==> config.mk <==
export PLATFORM = sky130hd
export DESIGN_NAME = id_stage
export DESIGN_NICKNAME = d
export VERILOG_FILES = /design/src/rtl/id_stage_pkg.sv /design/src/rtl/id_stage_regfile.sv /design/src/rtl/id_stage.sv
export SDC_FILE = /design/constraint.sdc
export NUM_CORES = 2
export LEC_CHECK = 0
export ABC_AREA = 0
export BUFFER_PORTS_ARGS = -buffer_cell sky130_fd_sc_hd__buf_2
export CORE_MARGIN = 2
export CORE_UTILIZATION = 35
export CTS_CLUSTER_SIZE = 25
export DETAILED_ROUTE_END_ITERATION = 8
export HOLD_SLACK_MARGIN = 0.12
export PLACE_DENSITY = 0.54
export REMOVE_ABC_BUFFERS = 1
export SYNTH_ARGS = -nofsm -noshare
export SYNTH_HDL_FRONTEND = slang
export SYNTH_HIERARCHICAL = 1
export SYNTH_SLANG_ARGS = --single-unit
export TNS_END_PERCENT = 10
==> constraint.sdc <==
create_clock -name clk -period 9.9 [get_ports clk]
set_clock_uncertainty 0.15 [all_clocks]
set_input_delay 0.99 -clock clk [delete_from_list [all_inputs] [get_ports clk]]
set_output_delay 0.99 -clock clk [all_outputs]
set_load 0.03 [all_outputs]
==> src/rtl/id_stage_pkg.sv <==
// Shared definitions for the decode stage: bus widths, ALU op indices,
// opcode constants and the packed bus layouts exchanged with neighbours.
package id_stage_pkg;

    // Bus widths
    localparam int FS_DS_W  = 64;
    localparam int BR_W     = 34;
    localparam int DS_ES_W  = 150;
    localparam int WS_RF_W  = 38;

    localparam int RF_DEPTH = 32;
    localparam int ALU_OP_W = 12;

    // One-hot ALU op bit positions
    localparam int ALU_ADD  = 0;
    localparam int ALU_SUB  = 1;
    localparam int ALU_SLT  = 2;
    localparam int ALU_SLTU = 3;
    localparam int ALU_AND  = 4;
    localparam int ALU_OR   = 5;
    localparam int ALU_NOR  = 6;
    localparam int ALU_XOR  = 7;
    localparam int ALU_SLL  = 8;
    localparam int ALU_SRL  = 9;
    localparam int ALU_SRA  = 10;
    localparam int ALU_LUI  = 11;

    // Opcode constants, named by the number of leading instruction bits compared
    localparam logic [16:0] OP17_ADD_W   = 17'h00020;
    localparam logic [9:0]  OP10_ADDI_W  = 10'h00A;
    localparam logic [9:0]  OP10_LD_W    = 10'h0A2;
    localparam logic [9:0]  OP10_ST_W    = 10'h0A6;
    localparam logic [6:0]  OP7_LU12I_W  = 7'h0A;
    localparam logic [5:0]  OP6_JIRL     = 6'h13;
    localparam logic [5:0]  OP6_B        = 6'h14;
    localparam logic [5:0]  OP6_BL       = 6'h15;
    localparam logic [5:0]  OP6_BEQ      = 6'h16;
    localparam logic [5:0]  OP6_BNE      = 6'h17;

    // Link register used by bl
    localparam logic [4:0]  REG_RA       = 5'd1;

    typedef enum logic [3:0] {
        INST_NOP,
        INST_ADD_W,
        INST_ADDI_W,
        INST_LU12I_W,
        INST_LD_W,
        INST_ST_W,
        INST_JIRL,
        INST_B,
        INST_BL,
        INST_BEQ,
        INST_BNE
    } inst_kind_t;

    typedef enum logic [1:0] {
        BR_NONE,
        BR_ALWAYS,
        BR_EQ,
        BR_NE
    } br_kind_t;

    typedef enum logic [1:0] {
        TGT_PC_OFFS16,
        TGT_PC_OFFS26,
        TGT_RJ_OFFS16
    } tgt_sel_t;

    typedef struct packed {
        logic [31:0] pc;
        logic [31:0] inst;
    } fs_ds_bus_t;

    typedef struct packed {
        logic        stall;
        logic        taken;
        logic [31:0] target;
    } br_bus_t;

    typedef struct packed {
        logic        we;
        logic [4:0]  waddr;
        logic [31:0] wdata;
    } ws_rf_bus_t;

    typedef struct packed {
        logic [ALU_OP_W-1:0] alu_op;
        logic                load_op;
        logic                mem_we;
        logic                src1_is_pc;
        logic                src2_is_imm;
        logic                gr_we;
        logic [4:0]          dest;
        logic [31:0]         imm;
        logic [31:0]         rj_value;
        logic [31:0]         rkd_value;
        logic [31:0]         pc;
    } ds_es_bus_t;

    // Classify an instruction word; anything unrecognised is a NOP
    function automatic inst_kind_t classify(input logic [31:0] inst);
        inst_kind_t kind;
        kind = INST_NOP;
        if (inst[31:15] == OP17_ADD_W)        kind = INST_ADD_W;
        else if (inst[31:22] == OP10_ADDI_W)  kind = INST_ADDI_W;
        else if (inst[31:25] == OP7_LU12I_W)  kind = INST_LU12I_W;
        else if (inst[31:22] == OP10_LD_W)    kind = INST_LD_W;
        else if (inst[31:22] == OP10_ST_W)    kind = INST_ST_W;
        else if (inst[31:26] == OP6_JIRL)     kind = INST_JIRL;
        else if (inst[31:26] == OP6_B)        kind = INST_B;
        else if (inst[31:26] == OP6_BL)       kind = INST_BL;
        else if (inst[31:26] == OP6_BEQ)      kind = INST_BEQ;
        else if (inst[31:26] == OP6_BNE)      kind = INST_BNE;
        return kind;
    endfunction

endpackage

==> src/rtl/id_stage_regfile.sv <==
// 32x32 general register file: two combinational read ports, one
// synchronous write port. r0 reads as zero and is never written.
module id_stage_regfile
    import id_stage_pkg::*;
(
    input  logic        clk,
    input  logic [4:0]  raddr1,
    output logic [31:0] rdata1,
    input  logic [4:0]  raddr2,
    output logic [31:0] rdata2,
    input  logic        we,
    input  logic [4:0]  waddr,
    input  logic [31:0] wdata
);

    logic [31:0] rf_mem [RF_DEPTH];

    // Write port; r0 is hardwired so writes to it are discarded
    always_ff @(posedge clk) begin
        if (we && (waddr != 5'd0)) begin
            rf_mem[waddr] <= wdata;
        end
    end

    assign rdata1 = (raddr1 == 5'd0) ? 32'd0 : rf_mem[raddr1];
    assign rdata2 = (raddr2 == 5'd0) ? 32'd0 : rf_mem[raddr2];

endmodule

==> src/rtl/id_stage.sv <==
// Decode stage: holds one instruction from fetch, decodes it, reads the
// register file, interlocks on RAW hazards, resolves branches and hands a
// decoded bundle to execute.
module id_stage
    import id_stage_pkg::*;
(
    input  logic               clk,
    input  logic               reset,
    input  logic               fs_to_ds_valid,
    input  logic [FS_DS_W-1:0] fs_to_ds_bus,
    output logic               ds_allowin,
    output logic [BR_W-1:0]    br_bus,
    input  logic               es_allowin,
    output logic               ds_to_es_valid,
    output logic [DS_ES_W-1:0] ds_to_es_bus,
    input  logic [5:0]         es_dest,
    input  logic [5:0]         ms_dest,
    input  logic [5:0]         ws_dest,
    input  logic [WS_RF_W-1:0] ws_to_rf_bus
);

    // ------------------------------------------------------------------
    // Pipeline register
    // ------------------------------------------------------------------
    logic       ds_valid_reg;
    fs_ds_bus_t ds_bus_reg;
    logic       ds_ready_go;
    logic       br_taken;
    logic       br_stall;

    // Valid bit: refilled whenever decode can accept; a taken branch drops
    // the fall-through instruction arriving in the same cycle
    always_ff @(posedge clk) begin
        if (reset) begin
            ds_valid_reg <= 1'b0;
        end else if (ds_allowin) begin
            ds_valid_reg <= fs_to_ds_valid && !br_taken;
        end
    end

    // Instruction/pc capture from fetch
    always_ff @(posedge clk) begin
        if (reset) begin
            ds_bus_reg <= '0;
        end else if (ds_allowin && fs_to_ds_valid) begin
            ds_bus_reg <= fs_ds_bus_t'(fs_to_ds_bus);
        end
    end

    logic [31:0] inst;
    logic [31:0] pc;
    assign inst = ds_bus_reg.inst;
    assign pc   = ds_bus_reg.pc;

    // ------------------------------------------------------------------
    // Field extraction
    // ------------------------------------------------------------------
    logic [4:0]  rd;
    logic [4:0]  rj;
    logic [4:0]  rk;
    logic [31:0] si12;
    logic [31:0] si20;
    logic [31:0] offs16;
    logic [31:0] offs26;

    assign rd     = inst[4:0];
    assign rj     = inst[9:5];
    assign rk     = inst[14:10];
    assign si12   = {{20{inst[21]}}, inst[21:10]};
    assign si20   = {inst[24:5], 12'b0};
    assign offs16 = {{14{inst[25]}}, inst[25:10], 2'b0};
    assign offs26 = {{4{inst[9]}}, inst[9:0], inst[25:10], 2'b0};

    // ------------------------------------------------------------------
    // Control decode
    // ------------------------------------------------------------------
    inst_kind_t          kind;
    logic [ALU_OP_W-1:0] alu_op;
    logic                load_op;
    logic                mem_we;
    logic                src1_is_pc;
    logic                src2_is_imm;
    logic                gr_we;
    logic [4:0]          dest;
    logic [31:0]         imm;
    logic                use_rj;
    logic                use_rkd;
    logic                rkd_is_rd;
    logic                is_branch;
    br_kind_t            br_kind;
    tgt_sel_t            tgt_sel;

    assign kind = classify(inst);

    // Translate the instruction class into datapath controls
    always_comb begin
        alu_op      = '0;
        load_op     = 1'b0;
        mem_we      = 1'b0;
        src1_is_pc  = 1'b0;
        src2_is_imm = 1'b0;
        gr_we       = 1'b0;
        dest        = rd;
        imm         = 32'd0;
        use_rj      = 1'b0;
        use_rkd     = 1'b0;
        rkd_is_rd   = 1'b0;
        is_branch   = 1'b0;
        br_kind     = BR_NONE;
        tgt_sel     = TGT_PC_OFFS16;
        case (kind)
            INST_ADD_W: begin
                alu_op[ALU_ADD] = 1'b1;
                gr_we           = 1'b1;
                use_rj          = 1'b1;
                use_rkd         = 1'b1;
            end
            INST_ADDI_W: begin
                alu_op[ALU_ADD] = 1'b1;
                src2_is_imm     = 1'b1;
                imm             = si12;
                gr_we           = 1'b1;
                use_rj          = 1'b1;
            end
            INST_LU12I_W: begin
                alu_op[ALU_LUI] = 1'b1;
                src2_is_imm     = 1'b1;
                imm             = si20;
                gr_we           = 1'b1;
            end
            INST_LD_W: begin
                alu_op[ALU_ADD] = 1'b1;
                load_op         = 1'b1;
                src2_is_imm     = 1'b1;
                imm             = si12;
                gr_we           = 1'b1;
                use_rj          = 1'b1;
            end
            INST_ST_W: begin
                alu_op[ALU_ADD] = 1'b1;
                mem_we          = 1'b1;
                src2_is_imm     = 1'b1;
                imm             = si12;
                use_rj          = 1'b1;
                use_rkd         = 1'b1;
                rkd_is_rd       = 1'b1;
            end
            INST_JIRL: begin
                // Link value pc+4 is formed in execute as pc + imm
                alu_op[ALU_ADD] = 1'b1;
                src1_is_pc      = 1'b1;
                src2_is_imm     = 1'b1;
                imm             = 32'd4;
                gr_we           = 1'b1;
                use_rj          = 1'b1;
                is_branch       = 1'b1;
                br_kind         = BR_ALWAYS;
                tgt_sel         = TGT_RJ_OFFS16;
            end
            INST_B: begin
                is_branch = 1'b1;
                br_kind   = BR_ALWAYS;
                tgt_sel   = TGT_PC_OFFS26;
            end
            INST_BL: begin
                alu_op[ALU_ADD] = 1'b1;
                src1_is_pc      = 1'b1;
                src2_is_imm     = 1'b1;
                imm             = 32'd4;
                gr_we           = 1'b1;
                dest            = REG_RA;
                is_branch       = 1'b1;
                br_kind         = BR_ALWAYS;
                tgt_sel         = TGT_PC_OFFS26;
            end
            INST_BEQ: begin
                use_rj    = 1'b1;
                use_rkd   = 1'b1;
                rkd_is_rd = 1'b1;
                is_branch = 1'b1;
                br_kind   = BR_EQ;
            end
            INST_BNE: begin
                use_rj    = 1'b1;
                use_rkd   = 1'b1;
                rkd_is_rd = 1'b1;
                is_branch = 1'b1;
                br_kind   = BR_NE;
            end
            default: begin
            end
        endcase
    end

    // ------------------------------------------------------------------
    // Register file
    // ------------------------------------------------------------------
    ws_rf_bus_t  ws_rf;
    logic [4:0]  rf_raddr1;
    logic [4:0]  rf_raddr2;
    logic [31:0] rj_value;
    logic [31:0] rkd_value;

    assign ws_rf     = ws_rf_bus_t'(ws_to_rf_bus);
    assign rf_raddr1 = rj;
    assign rf_raddr2 = rkd_is_rd ? rd : rk;

    id_stage_regfile u_regfile (
        .clk    (clk),
        .raddr1 (rf_raddr1),
        .rdata1 (rj_value),
        .raddr2 (rf_raddr2),
        .rdata2 (rkd_value),
        .we     (ws_rf.we),
        .waddr  (ws_rf.waddr),
        .wdata  (ws_rf.wdata)
    );

    // ------------------------------------------------------------------
    // RAW interlock: any younger-stage writer of a used source stalls,
    // including writeback because the register file has no bypass
    // ------------------------------------------------------------------
    logic [5:0] stage_dest [3];
    logic [2:0] rj_hit;
    logic [2:0] rkd_hit;
    logic       hazard;

    assign stage_dest[0] = es_dest;
    assign stage_dest[1] = ms_dest;
    assign stage_dest[2] = ws_dest;

    genvar gi;
    generate
        for (gi = 0; gi < 3; gi++) begin : g_hazard
            assign rj_hit[gi]  = stage_dest[gi][5] && (stage_dest[gi][4:0] == rf_raddr1);
            assign rkd_hit[gi] = stage_dest[gi][5] && (stage_dest[gi][4:0] == rf_raddr2);
        end
    endgenerate

    assign hazard = (use_rj  && (rf_raddr1 != 5'd0) && (|rj_hit)) ||
                    (use_rkd && (rf_raddr2 != 5'd0) && (|rkd_hit));

    assign ds_ready_go = !hazard;

    // ------------------------------------------------------------------
    // Branch resolution
    // ------------------------------------------------------------------
    logic [31:0] br_target_calc;
    logic        br_cond;

    // Compute target address and condition outcome
    always_comb begin
        case (tgt_sel)
            TGT_PC_OFFS26: br_target_calc = pc + offs26;
            TGT_RJ_OFFS16: br_target_calc = rj_value + offs16;
            default:       br_target_calc = pc + offs16;
        endcase
        case (br_kind)
            BR_ALWAYS: br_cond = 1'b1;
            BR_EQ:     br_cond = (rj_value == rkd_value);
            BR_NE:     br_cond = (rj_value != rkd_value);
            default:   br_cond = 1'b0;
        endcase
    end

    assign br_taken = ds_valid_reg && ds_ready_go && es_allowin && br_cond;
    assign br_stall = ds_valid_reg && is_branch && !ds_ready_go;

    br_bus_t br_out;
    assign br_out.stall  = br_stall;
    assign br_out.taken  = br_taken;
    assign br_out.target = (ds_valid_reg && is_branch) ? br_target_calc : 32'd0;
    assign br_bus        = br_out;

    // ------------------------------------------------------------------
    // Handshake and outgoing bundle
    // ------------------------------------------------------------------
    assign ds_allowin     = !ds_valid_reg || (ds_ready_go && es_allowin);
    assign ds_to_es_valid = ds_valid_reg && ds_ready_go;

    ds_es_bus_t es_out;
    assign es_out.alu_op      = alu_op;
    assign es_out.load_op     = load_op;
    assign es_out.mem_we      = mem_we;
    assign es_out.src1_is_pc  = src1_is_pc;
    assign es_out.src2_is_imm = src2_is_imm;
    assign es_out.gr_we       = gr_we;
    assign es_out.dest        = dest;
    assign es_out.imm         = imm;
    assign es_out.rj_value    = rj_value;
    assign es_out.rkd_value   = rkd_value;
    assign es_out.pc          = pc;
    assign ds_to_es_bus       = es_out;

endmodule

==> metrics.cfg <==
[run_status]
status=finished, final reports clean

[finish]
drive_above_1_share_pct=28.0
n_fill_cell=14500
regMostFlops=u_regfile/rf_mem
multiInputGateArea_mm2=0.0230
seq_area_mm2=0.0321
final_common_cell=edfxtp_1
mostFrequentLayoutCells=edfxtp_1 (1024), mux2i_1 (322), buf_2 (298), mux4_2 (298), buf_4 (137)
area_delta_synth_final_pct=14.5
largest_reg_flops=1024
nets=4107

[clock_tree]
clk_pin_slew_ns=0.06
htreeDepth=3
cts_tree=yes
cts-buffers-inserted=115
clock_path_buffers=3
cts_root_buf=clkbuf_16
clock-sinks=1089
clk_latency_ns=0.74

[logic_synthesis]
synth_mux_area_share_pct=22.1
ys_types=90
netlist_area_mm2=0.0561
synthXorXnorAreaFrac_pct=1.64
synth_seq_area_share_pct=57.1
postSynthAreaPerCell_um2=15.6
synthSimpleGateAreaFrac_pct=5.63
synth_fa_ha_area_share_pct=1.56
synth_compound_area_share_pct=8.94
synthCells=3606
synthArstFlopShare_pct=0
synth_ff_type=edfxtp_1
yosysWarnings=6
ys_ff_latch=1089
synth_edf_count=1024
synth_top_family_by_area=multiplexers

[routing]
wl_per_cell_um=33.8
drtAntennaViolNets=0
dr.first_iter.drc_count=5133
num_vias=38000
routed_wl_um=206000
via_per_inst=6.25
dr.pass1.iters=6
drc=0

[timing]
setup-violations-final=0
relSlewSlack_pct=22.0
worst-slew-pin-transition_ns=1.17
timing.setup.tns_ns=0
hold_viol=0
finalCritPeriodShare_pct=96.4
holdWs_ns=0.365
finalWorstSetupSlack_ns=0.354
rsz0062_at_grt=false
maxSlewViolCount=0
fmax_mhz=105
period_minus_slack_ns=9.55

[pwr]
leakage_uw=0.0211
ir_drop_v=0.000169
power.density_mw_per_mm2=175
totalPowerFinal_uw=11200

[grt]
grt_start_max_net_pins=130
grt_pass1_vias=37100
grt_overflow=0
grt_use_total_pct=24.6
grt_pass1_wl_um=285000
grt_antenna_before_repair=16

[critical_path]
cp.arrival_ns=8.41
worst_setup_path_end_kind=output port
crit_path_top_delay_cell=nor4_2
timing.rr.start=inst[22]$_SDFFE_PP0P_
worst_ep_required_time_ns=8.76
critPathBufInv=7
crit_fanout=40
crit_family=buffers and inverters
crit_top_cell=buf_4
crit_start=inst[22]$_SDFFE_PP0P_
path_class=flip-flop to output port
cp_slowest_stage_delay_ns=0.81
startpoint_type=flip-flop

[die]
die_width_um=404
dieArea_mm2=0.164
die_h_um=404
io_pins=310
initial_utilization_pct=35.4
core_mm2=0.159
rows=146

[placed_design]
port_buffers=299
dpl_worst_slack_ns=0.903
dp_hpwl_um=127000
globalplace.congestion=0.900

[hold_path]
holdCritPathClass=input pin to flip-flop
min_from=fs_to_ds_bus[55]

[run]
maxCapViolCount=0

logic make-up after synthesis:
logic type      count (synthesis)
flops                        1089
buf+inv                       324
compound gates                693
other cells                     2
xor+xnor                      105
simple gates                  556
mux                           768
fa+ha+maj                      69
Yosys cell counts, types with 71 or more instances:
cell type	count	share of area, %
mux2i_1	322	5.7
buf_4	71	0.95
mux4_2	298	12
nor2_1	92	0.62
a22oi_1	83	1.1
nand2_1	125	0.84
o21ai_0	83	0.74
a21oi_1	89	0.79
edfxtp_1	1024	55
clkbuf_1	138	0.92
mux2_2	93	1.9
worst reg2reg max path, cell delays in order (launching register included):
cell and delay [ns]:
dfxtp_1 0.30, buf_4 0.16, or4_4 0.56, o22ai_1 0.25, a22oi_1 0.23, a31o_2 0.30
nand2_2 0.23, a21oi_1 0.27, inv_8 0.34, buf_4 0.61, buf_4 0.69, mux4_1 0.42
mux2_2 0.29, a221oi_2 0.25, a211oi_1 0.08, buf_4 0.16, xnor2_1 0.16, nand4_1 0.16
nor4_2 0.81, buf_4 0.23, nand2_1 0.18, nor2_1 0.22, a311oi_1 0.11, a21oi_1 0.17
o21ai_0 0.10, nand2_1 0.08, a21oi_1 0.07
per-stage QoR:
stage	utilization [%]	cells	area [um2]
final	40.5	6088	64200
after global routing	40.5	6085	64200
after CTS	40.5	6084	64200
after detailed placement	38.1	5869	60500
after global placement	38.1	5869	60500
after floorplan	-	3352	54700
final timing paths:
path | endpoint | slack (ns) | cells past startpoint
hold / removal | pc[23]$_SDFFE_PP0P_ | 0.36 | 3
setup / recovery | br_bus[32] | 0.35 | 25
hold reg to reg | pc[29]$_SDFFE_PP0P_ | 0.38 | 2
setup reg to reg | ds_valid_reg$_SDFFE_PP0P_ | 2.14 | 26
area by class of cell:
class                   instances  share of cell area (%)
diodes                          4                  0.0156
clock buffers                 134                    4.69
clock inverters                81                    1.09
inverters                      30                   0.212
multi-input cells            2233                    35.8
flip-flops and latches       1089                    49.9
well taps                    2072                    4.04
repair buffers                445                    4.23
layer usage:
layer  wire length, um  up-vias  GRT usage (%)
met2             92300     2214           37.9
li1                  -    15500              -
met5                91        -              0
met1             85700    20000           34.9
met4              6650       14           7.42
met3             20800      348           5.11
what timing repair did:
item,CTS,global route
setup buffers,0,0
resized for setup,0,1
endpoints found under the setup margin,0,1
hold endpoints to repair,0,0
hold buffers,0,0
power breakdown:
group / internal [uW] / total, uW / switching, uW
sequential: 5110 / 5190 / 76.7
clock: 2410 / 4320 / 1910
combinational: 596 / 1730 / 1140
No activity file was read; power rests on OpenSTA's default activity.
